$ cat config.mk
export PLATFORM = sky130hd
export DESIGN_NAME = debug_run_controller_flat
export DESIGN_NICKNAME = d
export VERILOG_FILES = /design/src/rtl/dbg_pkg.sv /design/src/rtl/debug_run_controller_if.sv /design/src/rtl/bp_match_bank.sv /design/src/rtl/debug_run_controller.sv /design/src/flat_wrapper.sv
export SDC_FILE = /design/constraint.sdc
export NUM_CORES = 1
export LEC_CHECK = 0
export ABC_AREA = 1
export BUFFER_PORTS_ARGS = -buffer_cell sky130_fd_sc_hd__buf_2
export CAP_MARGIN = 40
export CORE_MARGIN = 3
export CORE_UTILIZATION = 50
export DETAILED_ROUTE_END_ITERATION = 10
export PLACE_DENSITY_LB_ADDON = 0.1
export SYNTH_ARGS = -nofsm -noshare
export SYNTH_HDL_FRONTEND = slang
export SYNTH_SLANG_ARGS = --single-unit
export TNS_END_PERCENT = 30
$ cat constraint.sdc
create_clock -name Clk -period 6.5 [get_ports Clk]
set_clock_uncertainty 0.15 [all_clocks]
set_input_delay 0.325 -clock Clk [delete_from_list [all_inputs] [get_ports Clk]]
set_output_delay 0.325 -clock Clk [all_outputs]
set_load 0.005 [all_outputs]
$ cat src/rtl/dbg_pkg.sv
// Shared encodings for the debug run/step controller: FSM states and run modes.
package dbg_pkg;

    typedef enum logic [1:0] {
        ST_IDLE  = 2'b00,
        ST_STEP  = 2'b01,
        ST_RUN   = 2'b10,
        ST_BREAK = 2'b11
    } state_e;

    localparam logic [1:0] MODE_STEP = 2'b00;
    localparam logic [1:0] MODE_RUN  = 2'b01;
    localparam logic [1:0] MODE_RUNN = 2'b10;

    // Mode 11 is not a distinct mode and behaves as a single step.
    function automatic logic mode_is_step(input logic [1:0] mode);
        return (mode != MODE_RUN) && (mode != MODE_RUNN);
    endfunction

endpackage

$ cat src/rtl/debug_run_controller_if.sv
// Debug control/status bundle between the processor debug top and the run controller.
interface debug_run_controller_if #(
    parameter int ADDR_W = 32,
    parameter int IDX_W  = 2,
    parameter int CNT_W  = 16
) ();
    logic              stepPulse;
    logic [1:0]        mode;
    logic [CNT_W-1:0]  runCount;
    logic [ADDR_W-1:0] pcAddr;
    logic              bpWrite;
    logic [IDX_W-1:0]  bpIndex;
    logic [ADDR_W-1:0] bpAddr;
    logic              bpClear;
    logic              cntClear;
    logic              stepEnable;
    logic              running;
    logic              hitValid;
    logic [IDX_W-1:0]  hitIndex;
    logic [CNT_W-1:0]  instrCount;

    modport master (
        output stepPulse, mode, runCount, pcAddr, bpWrite, bpIndex, bpAddr, bpClear, cntClear,
        input  stepEnable, running, hitValid, hitIndex, instrCount
    );

    modport slave (
        input  stepPulse, mode, runCount, pcAddr, bpWrite, bpIndex, bpAddr, bpClear, cntClear,
        output stepEnable, running, hitValid, hitIndex, instrCount
    );
endinterface

$ cat src/rtl/bp_match_bank.sv
// PC breakpoint table: registered address/valid entries and a lowest-index-wins comparator.
module bp_match_bank #(
    parameter int NUM_BP = 4,
    parameter int ADDR_W = 32,
    parameter int IDX_W  = 2
) (
    input  logic              clk_i,
    input  logic              rst_ni,
    input  logic              wr_i,
    input  logic [IDX_W-1:0]  idx_i,
    input  logic [ADDR_W-1:0] addr_i,
    input  logic              clr_i,
    input  logic [ADDR_W-1:0] pc_i,
    output logic              match_o,
    output logic [IDX_W-1:0]  match_index_o
);

    logic [ADDR_W-1:0] addr_q [NUM_BP];
    logic [ADDR_W-1:0] addr_d [NUM_BP];
    logic [NUM_BP-1:0] valid_q;
    logic [NUM_BP-1:0] valid_d;
    logic [NUM_BP-1:0] hit_s;

    // Table update: a clear drops any write issued in the same cycle.
    always_comb begin
        valid_d = valid_q;
        addr_d  = addr_q;
        if (clr_i) begin
            valid_d = '0;
        end else if (wr_i && (int'(idx_i) < NUM_BP)) begin
            valid_d[idx_i] = 1'b1;
            addr_d[idx_i]  = addr_i;
        end else begin
            valid_d = valid_q;
        end
    end

    // Table registers.
    always_ff @(posedge clk_i or negedge rst_ni) begin
        if (!rst_ni) begin
            valid_q <= '0;
            for (int i = 0; i < NUM_BP; i++) begin
                addr_q[i] <= '0;
            end
        end else begin
            valid_q <= valid_d;
            addr_q  <= addr_d;
        end
    end

    // Priority compare; scanning downward leaves the lowest hitting index.
    always_comb begin
        match_o       = 1'b0;
        match_index_o = '0;
        for (int i = NUM_BP - 1; i >= 0; i--) begin
            hit_s[i]      = valid_q[i] && (addr_q[i] == pc_i);
            match_o       = match_o | hit_s[i];
            match_index_o = hit_s[i] ? IDX_W'(i) : match_index_o;
        end
    end

endmodule

$ cat src/rtl/debug_run_controller.sv
// Run/step controller: gates processor advance for single step, run-to-breakpoint and run-N.
module debug_run_controller
    import dbg_pkg::*;
#(
    parameter int ADDR_W = 32,
    parameter int NUM_BP = 4,
    parameter int IDX_W  = 2,
    parameter int CNT_W  = 16
) (
    input  logic                   Clk,
    input  logic                   Rst,
    debug_run_controller_if.slave  dbg
);

    state_e           state_q, state_d;
    logic [CNT_W-1:0] budget_q, budget_d;
    logic             run_n_q, run_n_d;
    logic             skip_q, skip_d;
    logic [IDX_W-1:0] hit_index_q, hit_index_d;
    logic [CNT_W-1:0] count_q, count_d;
    logic             step_en_s;
    logic             match_s;
    logic [IDX_W-1:0] match_index_s;

    bp_match_bank #(
        .NUM_BP (NUM_BP),
        .ADDR_W (ADDR_W),
        .IDX_W  (IDX_W)
    ) u_bank (
        .clk_i         (Clk),
        .rst_ni        (Rst),
        .wr_i          (dbg.bpWrite),
        .idx_i         (dbg.bpIndex),
        .addr_i        (dbg.bpAddr),
        .clr_i         (dbg.bpClear),
        .pc_i          (dbg.pcAddr),
        .match_o       (match_s),
        .match_index_o (match_index_s)
    );

    // Next-state and advance-enable decode.
    always_comb begin
        state_d     = state_q;
        budget_d    = budget_q;
        run_n_d     = run_n_q;
        skip_d      = skip_q;
        hit_index_d = hit_index_q;
        step_en_s   = 1'b0;
        case (state_q)
            ST_IDLE, ST_BREAK: begin
                if (dbg.stepPulse) begin
                    skip_d = (state_q == ST_BREAK);
                    if (mode_is_step(dbg.mode)) begin
                        state_d = ST_STEP;
                    end else if (dbg.mode == MODE_RUN) begin
                        state_d  = ST_RUN;
                        run_n_d  = 1'b0;
                        budget_d = '0;
                    end else if ((state_q == ST_BREAK) && (budget_q != '0)) begin
                        // Resuming a halted run-N continues its remaining budget.
                        state_d = ST_RUN;
                        run_n_d = 1'b1;
                    end else if (dbg.runCount != '0) begin
                        state_d  = ST_RUN;
                        run_n_d  = 1'b1;
                        budget_d = dbg.runCount;
                    end else begin
                        state_d = ST_IDLE;
                        skip_d  = 1'b0;
                    end
                end else begin
                    state_d = state_q;
                end
            end
            ST_STEP: begin
                step_en_s = 1'b1;
                skip_d    = 1'b0;
                state_d   = ST_IDLE;
            end
            ST_RUN: begin
                if (dbg.stepPulse) begin
                    state_d = ST_IDLE;
                end else if (match_s && !skip_q) begin
                    state_d     = ST_BREAK;
                    hit_index_d = match_index_s;
                end else begin
                    step_en_s = 1'b1;
                    skip_d    = 1'b0;
                    if (run_n_q) begin
                        budget_d = budget_q - {{(CNT_W-1){1'b0}}, 1'b1};
                        state_d  = (budget_q == {{(CNT_W-1){1'b0}}, 1'b1}) ? ST_IDLE : ST_RUN;
                    end else begin
                        state_d = ST_RUN;
                    end
                end
            end
            default: begin
                state_d = ST_IDLE;
            end
        endcase
    end

    // Retired-instruction counter; clear beats a same-cycle increment.
    always_comb begin
        if (dbg.cntClear) begin
            count_d = '0;
        end else begin
            count_d = count_q + {{(CNT_W-1){1'b0}}, step_en_s};
        end
    end

    // Controller state registers.
    always_ff @(posedge Clk or negedge Rst) begin
        if (!Rst) begin
            state_q     <= ST_IDLE;
            budget_q    <= '0;
            run_n_q     <= 1'b0;
            skip_q      <= 1'b0;
            hit_index_q <= '0;
            count_q     <= '0;
        end else begin
            state_q     <= state_d;
            budget_q    <= budget_d;
            run_n_q     <= run_n_d;
            skip_q      <= skip_d;
            hit_index_q <= hit_index_d;
            count_q     <= count_d;
        end
    end

    assign dbg.stepEnable = step_en_s;
    assign dbg.running    = (state_q == ST_RUN);
    assign dbg.hitValid   = (state_q == ST_BREAK);
    assign dbg.hitIndex   = hit_index_q;
    assign dbg.instrCount = count_q;

endmodule
$ cat src/flat_wrapper.sv
// flat-port wrapper written by rule: the top's interface ports become plain ports
module debug_run_controller_flat import dbg_pkg::*;
#(
    parameter int ADDR_W = 32,
    parameter int NUM_BP = 4,
    parameter int IDX_W  = 2,
    parameter int CNT_W  = 16
)
  (Clk, Rst, dbg_stepPulse, dbg_mode, dbg_runCount, dbg_pcAddr, dbg_bpWrite, dbg_bpIndex, dbg_bpAddr, dbg_bpClear, dbg_cntClear, dbg_stepEnable, dbg_running, dbg_hitValid, dbg_hitIndex, dbg_instrCount);
  debug_run_controller_if #(.ADDR_W(ADDR_W), .IDX_W(IDX_W), .CNT_W(CNT_W)) dbg_i ();
  input  logic Clk;
  input  logic Rst;
  input wire logic [$bits(dbg_i.stepPulse)-1:0] dbg_stepPulse;
  input wire logic [$bits(dbg_i.mode)-1:0] dbg_mode;
  input wire logic [$bits(dbg_i.runCount)-1:0] dbg_runCount;
  input wire logic [$bits(dbg_i.pcAddr)-1:0] dbg_pcAddr;
  input wire logic [$bits(dbg_i.bpWrite)-1:0] dbg_bpWrite;
  input wire logic [$bits(dbg_i.bpIndex)-1:0] dbg_bpIndex;
  input wire logic [$bits(dbg_i.bpAddr)-1:0] dbg_bpAddr;
  input wire logic [$bits(dbg_i.bpClear)-1:0] dbg_bpClear;
  input wire logic [$bits(dbg_i.cntClear)-1:0] dbg_cntClear;
  output wire logic [$bits(dbg_i.stepEnable)-1:0] dbg_stepEnable;
  output wire logic [$bits(dbg_i.running)-1:0] dbg_running;
  output wire logic [$bits(dbg_i.hitValid)-1:0] dbg_hitValid;
  output wire logic [$bits(dbg_i.hitIndex)-1:0] dbg_hitIndex;
  output wire logic [$bits(dbg_i.instrCount)-1:0] dbg_instrCount;
  assign dbg_i.stepPulse = dbg_stepPulse;
  assign dbg_i.mode = dbg_mode;
  assign dbg_i.runCount = dbg_runCount;
  assign dbg_i.pcAddr = dbg_pcAddr;
  assign dbg_i.bpWrite = dbg_bpWrite;
  assign dbg_i.bpIndex = dbg_bpIndex;
  assign dbg_i.bpAddr = dbg_bpAddr;
  assign dbg_i.bpClear = dbg_bpClear;
  assign dbg_i.cntClear = dbg_cntClear;
  assign dbg_stepEnable = dbg_i.stepEnable;
  assign dbg_running = dbg_i.running;
  assign dbg_hitValid = dbg_i.hitValid;
  assign dbg_hitIndex = dbg_i.hitIndex;
  assign dbg_instrCount = dbg_i.instrCount;
  debug_run_controller #(.ADDR_W(ADDR_W), .NUM_BP(NUM_BP), .IDX_W(IDX_W), .CNT_W(CNT_W)) u_core (.Clk(Clk), .Rst(Rst), .dbg(dbg_i));
endmodule
==> impl_metrics.json, run 1 <==
{
  "status": "completed",
  "rows": 51,
  "powerDensity_mw_per_mm2": 324,
  "drt_iter0_drc": 864,
  "hold_viol": 0,
  "nets": 1679,
  "period_share": 0.524,
  "grt_pass1_wl_um": 51000,
  "cts_made_buffers": 17,
  "drt-vias-per-instance": 5.27,
  "crit_arrival_ps": 3590,
  "setup-violations-final": 0,
  "clk_latency_ps": 440,
  "async_flop_share": 1.00,
  "grt_remaining_overflow": 0,
  "vias": 9799,
  "grtUsageTotal": 0.305,
  "crit_required_ps": 6680,
  "met1_length_um": 15200,
  "leakage_nw": 6.06,
  "wl_met2_um": 14100,
  "start_kind": "flip-flop",
  "fin_crit_ps": 3410,
  "coreArea_mm2": 0.0196,
  "peakVddDrop_mv": 0.183,
  "tns_ps": 0,
  "cts_buffer_depth": 2,
  "worst_slew_pin_slew_ps": 670,
  "diodes": 0,
  "grt_start_max_net_pins": 70,
  "ys_top_cells_by_count": "nand2_1, inv_1, dfrtp_1",
  "finish.instance_area_mm2": 0.0115,
  "portBuffers": 110,
  "drc": 0,
  "regArea_mm2": 0.00425,
  "clock-root-buffer": "clkbuf_16",
  "areaGrowthSynthToFinish_pct": 14.3,
  "clk_pin_slew_worst_paths_ps": 70,
  "drt-wirelength-per-cell_um": 17.7,
  "yosys-top-cells-area": "dfrtp_1, nand2_1, o21ai_0, inv_1, nor2_1",
  "synth_area_mm2": 0.0101,
  "grt_pass1_vias": 9132,
  "cts_tree": "built",
  "synth_top_area_frac": 0.423,
  "cpMaxStageDelayCell": "dfrtp_1",
  "num_io_pins": 111,
  "die_area_mm2": 0.0218,
  "synth.most_common_cell": "nand2_1",
  "dieWidth_um": 148,
  "place_congestion": 1.10,
  "ys_ff_latch": 170,
  "ys_warn_count": 0,
  "rsz0062_at_grt": "no",
  "wirelength_um": 33000,
  "drt-pass1-iter-count": 6,
  "slew-limit-headroom": 0.550,
  "place_inst": 1825,
  "drv_cap": 0,
  "finalNonFillerCells": 1859,
  "yosys_most_used_dff": "dfrtp_1",
  "yosysTopAreaCell": "dfrtp_1",
  "die_y_um": 148,
  "synthCells": 1478,
  "syn_nets": 1576,
  "crit_type": "flip-flop to flip-flop",
  "report.final.slew_viol_count": 0,
  "top_layer": "met5",
  "fillers": 1946,
  "placed_area_mm2": 0.0109,
  "htree_levels": 4,
  "crit_buf_inv": 2,
  "cts_resized": 0,
  "met3_length_um": 2970,
  "end_kind": "flip-flop",
  "regToRegSetupSlack_ps": 3090,
  "multi_input_area_mm2": 0.00488,
  "fmax_mhz": 293,
  "synth_area_per_cell_um2": 6.80,
  "clock_sinks": 170,
  "hp-class": "input port to flip-flop",
  "drive_above_1_share": 0.123,
  "ant_nets": 0,
  "synth.distinct_cells": 38,
  "floorplan.initialDensity": 0.513,
  "holdWs_ps": 14.1,
  "synth_edf_count": 0,
  "crit_path_max_incr_delay_ps": 380,
  "crit_path_max_fanout": 3,
  "antenna_found_initial": 1,
  "ys_seq_area_frac": 0.423,
  "post-dp-hpwl_um": 25600,
  "critPathTopFamily": "simple AND/OR/NAND/NOR gates"
}
## cell type report
type                    instances  share of cell area
clock buffers                  18              0.0382
flip-flops and latches        170               0.370
clock inverters                14              0.0108
well taps                     265              0.0289
inverters                     208              0.0680
repair buffers                120              0.0589
multi-input cells            1064               0.425
## report_power, final
part	internal [mW]	switching [mW]	total [mW]
Combinational	0.418	0.828	1.25
Clock	0.516	0.483	0.999
Sequential	1.27	0.200	1.47
Total	2.21	1.51	3.72
## sequential cells by signal, indices dropped and copies added (netlist names)
| name | flops |
|---|---|
| u_core.budget_q | 16 |
| u_core.dbg.hitIndex | 2 |
| u_core.dbg.instrCount | 16 |
| u_core.run_n_q | 1 |
| u_core.skip_q | 1 |
| u_core.state_q | 2 |
| u_core.u_bank.addr_q | 128 |
| u_core.u_bank.valid_q | 4 |
## placed cells by master (no fill, tap or decap), types with 3 or more instances in the layout
master	n
or2_2	6
xor2_1	12
dfrtp_1	170
nor3b_1	3
nor2_1	141
nand2_2	4
a21oi_1	26
a22oi_1	8
buf_2	109
ha_1	8
nand3_2	5
buf_4	6
o21ai_0	163
clkbuf_16	17
o21ai_1	8
inv_1	187
inv_2	21
nor2_2	3
inv_8	3
nand3_1	54
nand3b_1	3
nand4_1	39
inv_6	7
xnor2_1	21
nor3_1	20
nand2_1	517
o31ai_1	3
## through the flow
step	setup slack (ps)	power (mW)	util
2_1_floorplan	3580	2.31	-
3_3_place_gp	3050	2.68	0.554
3_5_place_dp	3070	2.71	0.557
4_1_cts	3160	3.71	0.587
5_1_grt	2680	3.96	0.587
6_report	3090	3.72	0.587
## cell families after synthesis
logic type | count (synthesis) | synth area share
AOI/OAI and AO/OA | 218 | 0.115
xor gates and xnor gates | 33 | 0.0288
adders and majority gates | 8 | 0.00996
buffers and inverters | 244 | 0.0930
DFF | 170 | 0.423
and+or+nand+nor | 805 | 0.331
## path summary, 6_finish.rpt
path,startpoint,endpoint,depth (start not counted)
min in group asynchronous,Rst,u_core.u_bank.addr_q[107],2
max in group asynchronous,Rst,u_core.u_bank.addr_q[95],4
worst min-delay path,dbg_stepPulse,u_core.dbg.hitIndex[1],2
worst max-delay path,u_core.u_bank.addr_q[5],u_core.dbg.instrCount[13],26
worst max register to register,u_core.u_bank.addr_q[5],u_core.dbg.instrCount[13],26
worst min register to register,u_core.dbg.instrCount[15],u_core.dbg.instrCount[15],1
## what timing repair did
| item | CTS | global route |
|---|---|---|
| hold buffers | 2 | 0 |
| setup buffers | 0 | 0 |
| endpoints found under the hold margin | 86 | 0 |
| endpoints found under the setup margin | 0 | 0 |
## per-layer routing
metal | vias to the layer above | global-route usage
li1 | 4866 | -
met3 | 53 | 0.0720
met5 | - | 0
met1 | 4509 | 0.450
met4 | 2 | 0.0825
met2 | 369 | 0.453
No activity file was read; power rests on OpenSTA's default activity.
==> run 2: changes to the inputs <==
clock period = 3.3 ns   (was 6.5 ns; I/O delays follow)
==> impl_metrics.json, run 2 (synthesized netlist as in run 1, its figures left out) <==
{
  "status": "completed",
  "power_frac_seq": 0.382,
  "cts_buffer_depth": 2,
  "hold_viol": 0,
  "final_common_cell": "nand2_1",
  "fmax_mhz": 311,
  "dieWidth_um": 148,
  "portBuffers": 110,
  "report.final.slew_viol_count": 0,
  "drc": 0,
  "grtUsageTotal": 0.319,
  "crit_path_max_incr_delay_ps": 410,
  "crit_path_max_fanout": 3,
  "layout_setup_ws_ps": 89.2,
  "floorplan.initialDensity": 0.513,
  "cts_made_buffers": 17,
  "leakage_nw": 6.47,
  "drt-vias-per-instance": 5.29,
  "largest_reg_flops": 128,
  "drv_cap": 0,
  "diodes": 0,
  "clock-root-buffer": "clkbuf_16",
  "areaGrowthSynthToFinish_pct": 23.1,
  "drt-wirelength-per-cell_um": 17.7,
  "cpMaxStageDelayCell": "dfrtp_1",
  "drive_above_1_share": 0.161,
  "slew-limit-headroom": 0.431,
  "antenna_found_initial": 0,
  "period_share": 0.973,
  "fin_crit_ps": 3210,
  "die_y_um": 148,
  "end_kind": "flip-flop",
  "post-dp-hpwl_um": 26500,
  "vias": 10200,
  "crit_arrival_ps": 3380,
  "start_kind": "flip-flop",
  "rows": 51,
  "powerDensity_mw_per_mm2": 614,
  "rsz0062_at_grt": "yes",
  "p_total_mw": 7.60,
  "power.internal_mw": 4.60,
  "die_area_mm2": 0.0218,
  "clock_sinks": 170,
  "grt_remaining_overflow": 0,
  "drt-pass1-iter-count": 5,
  "wirelength_um": 34300,
  "coreArea_mm2": 0.0196,
  "fillers": 1866,
  "clkPwrFrac": 0.271,
  "hp-class": "input port to flip-flop",
  "path_common_cell": "nand2_2",
  "clk_latency_ps": 440,
  "p_comb_frac": 0.347,
  "top_register": "u_core.u_bank.addr_q",
  "crit_type": "flip-flop to flip-flop",
  "ant_nets": 0,
  "htree_levels": 4,
  "drt_iter0_drc": 902,
  "cp_cell_sequence": "xnor2_1 -> buf_4 -> nand3_2 -> nor2_1 -> nand3_1 -> nor2_2 -> nor2_1 -> nand2_2 -> nand2_2 -> nand2_2 -> nor2_1 -> o21a_1 -> ha_2 -> nand2_4 -> nor2_4 -> nand2_2 -> nor2_4 -> nand2_2 -> nor3_2 -> inv_1 -> nor2_1 -> inv_1 -> o21ai_2 -> a21oi_1",
  "dp_worst_setup_slack_ps": -31.5,
  "most-common-layout-cells": "nand2_1, inv_1, dfrtp_1",
  "swShare": 0.395,
  "nets": 1754,
  "setup-violations-final": 0,
  "regToRegSetupSlack_ps": 90,
  "clk_pin_slew_worst_paths_ps": 70,
  "cts_tree": "built",
  "crit_required_ps": 3470,
  "grt_pass1_wl_um": 53600,
  "worst_slew_pin_slew_ps": 854,
  "grt_start_max_net_pins": 103,
  "placed_area_mm2": 0.0110,
  "grt_pass1_vias": 9524,
  "place_congestion": 1.04,
  "peakVddDrop_mv": 0.328,
  "finish.instance_area_mm2": 0.0124,
  "power_switching_mw": 3.00,
  "num_io_pins": 111
}
-- run 2: cell count changes in the layout (fill, tap and decap cells not counted), sizes merged --
cell,before,now
dlygate4sd3,2,53
buf,118,142
inv,218,215
bufinv,0,2
clkinv,2,4
clkinvlp,2,1
-- run 2: final timing paths --
kind                                      startpoint                        end  depth (start not counted)
min in group asynchronous                        Rst   u_core.u_bank.addr_q[11]                          3
setup / recovery            u_core.u_bank.addr_q[44]  u_core.dbg.instrCount[10]                         24
max in group asynchronous                        Rst  u_core.u_bank.addr_q[121]                          3
hold reg to reg            u_core.dbg.instrCount[15]  u_core.dbg.instrCount[15]                          1
setup reg to reg            u_core.u_bank.addr_q[44]  u_core.dbg.instrCount[10]                         24
hold / removal                           dbg_mode[0]             u_core.run_n_q                          3
-- run 2: metrics by stage --
| step | util | hold slack, ps | cells | setup TNS [ps] |
|---|---|---|---|---|
| 4_1_cts | 0.618 | 10.3 | 1922 | 0 |
| 6_report | 0.632 | 22.9 | 1934 | 0 |
| 2_1_floorplan | - | -281 | 1478 | 0 |
| 3_3_place_gp | 0.560 | -207 | 1836 | 0 |
| 3_5_place_dp | 0.561 | -207 | 1837 | -31.5 |
| 5_1_grt | 0.632 | 37.5 | 1934 | -337 |
-- run 2: timing repair --
action | in CTS | in global routing
pin swaps | 0 | 20
endpoints found under the hold margin | 327 | 0
setup buffers | 0 | 12
endpoints found under the setup margin | 1 | 9
gates resized for setup | 2 | 64
hold buffers | 53 | 0
-- run 2: final cells by class --
cell class	instances	area (µm²)	area share
Sequential cell	170	4250	0.344
Timing Repair Buffer	195	1350	0.109
Tap cell	265	332	0.0268
Clock buffer	18	429	0.0347
Inverter	208	781	0.0631
Clock inverter	14	161	0.0130
Multi-Input combinational cell	1064	5060	0.409
-- run 2: worst max-delay path: cells and delay by family, from the launching register on --
kind	cells	cell delay (ps)
xor+xnor	1	130
buf+inv	3	320
simple gates	16	1520
flops	1	410
compound gates	3	340
fa+ha+maj	1	220
-- run 2: power groups by stage --
| stage | Combinational (mW) | Sequential, mW | Clock [mW] |
|---|---|---|---|
| floorplan | 1.75 | 2.80 | 0 |
| global placement | 2.43 | 2.91 | 0 |
| detailed placement | 2.47 | 2.92 | 0 |
| CTS | 2.53 | 2.89 | 2.08 |
| global route | 2.98 | 2.95 | 2.17 |
| finish | 2.64 | 2.91 | 2.06 |
-- run 2: metal layers --
layer,GRT usage,share of wire
met5,0,0
met4,0.0876,0.023
met3,0.0579,0.084
met2,0.481,0.44
met1,0.475,0.46
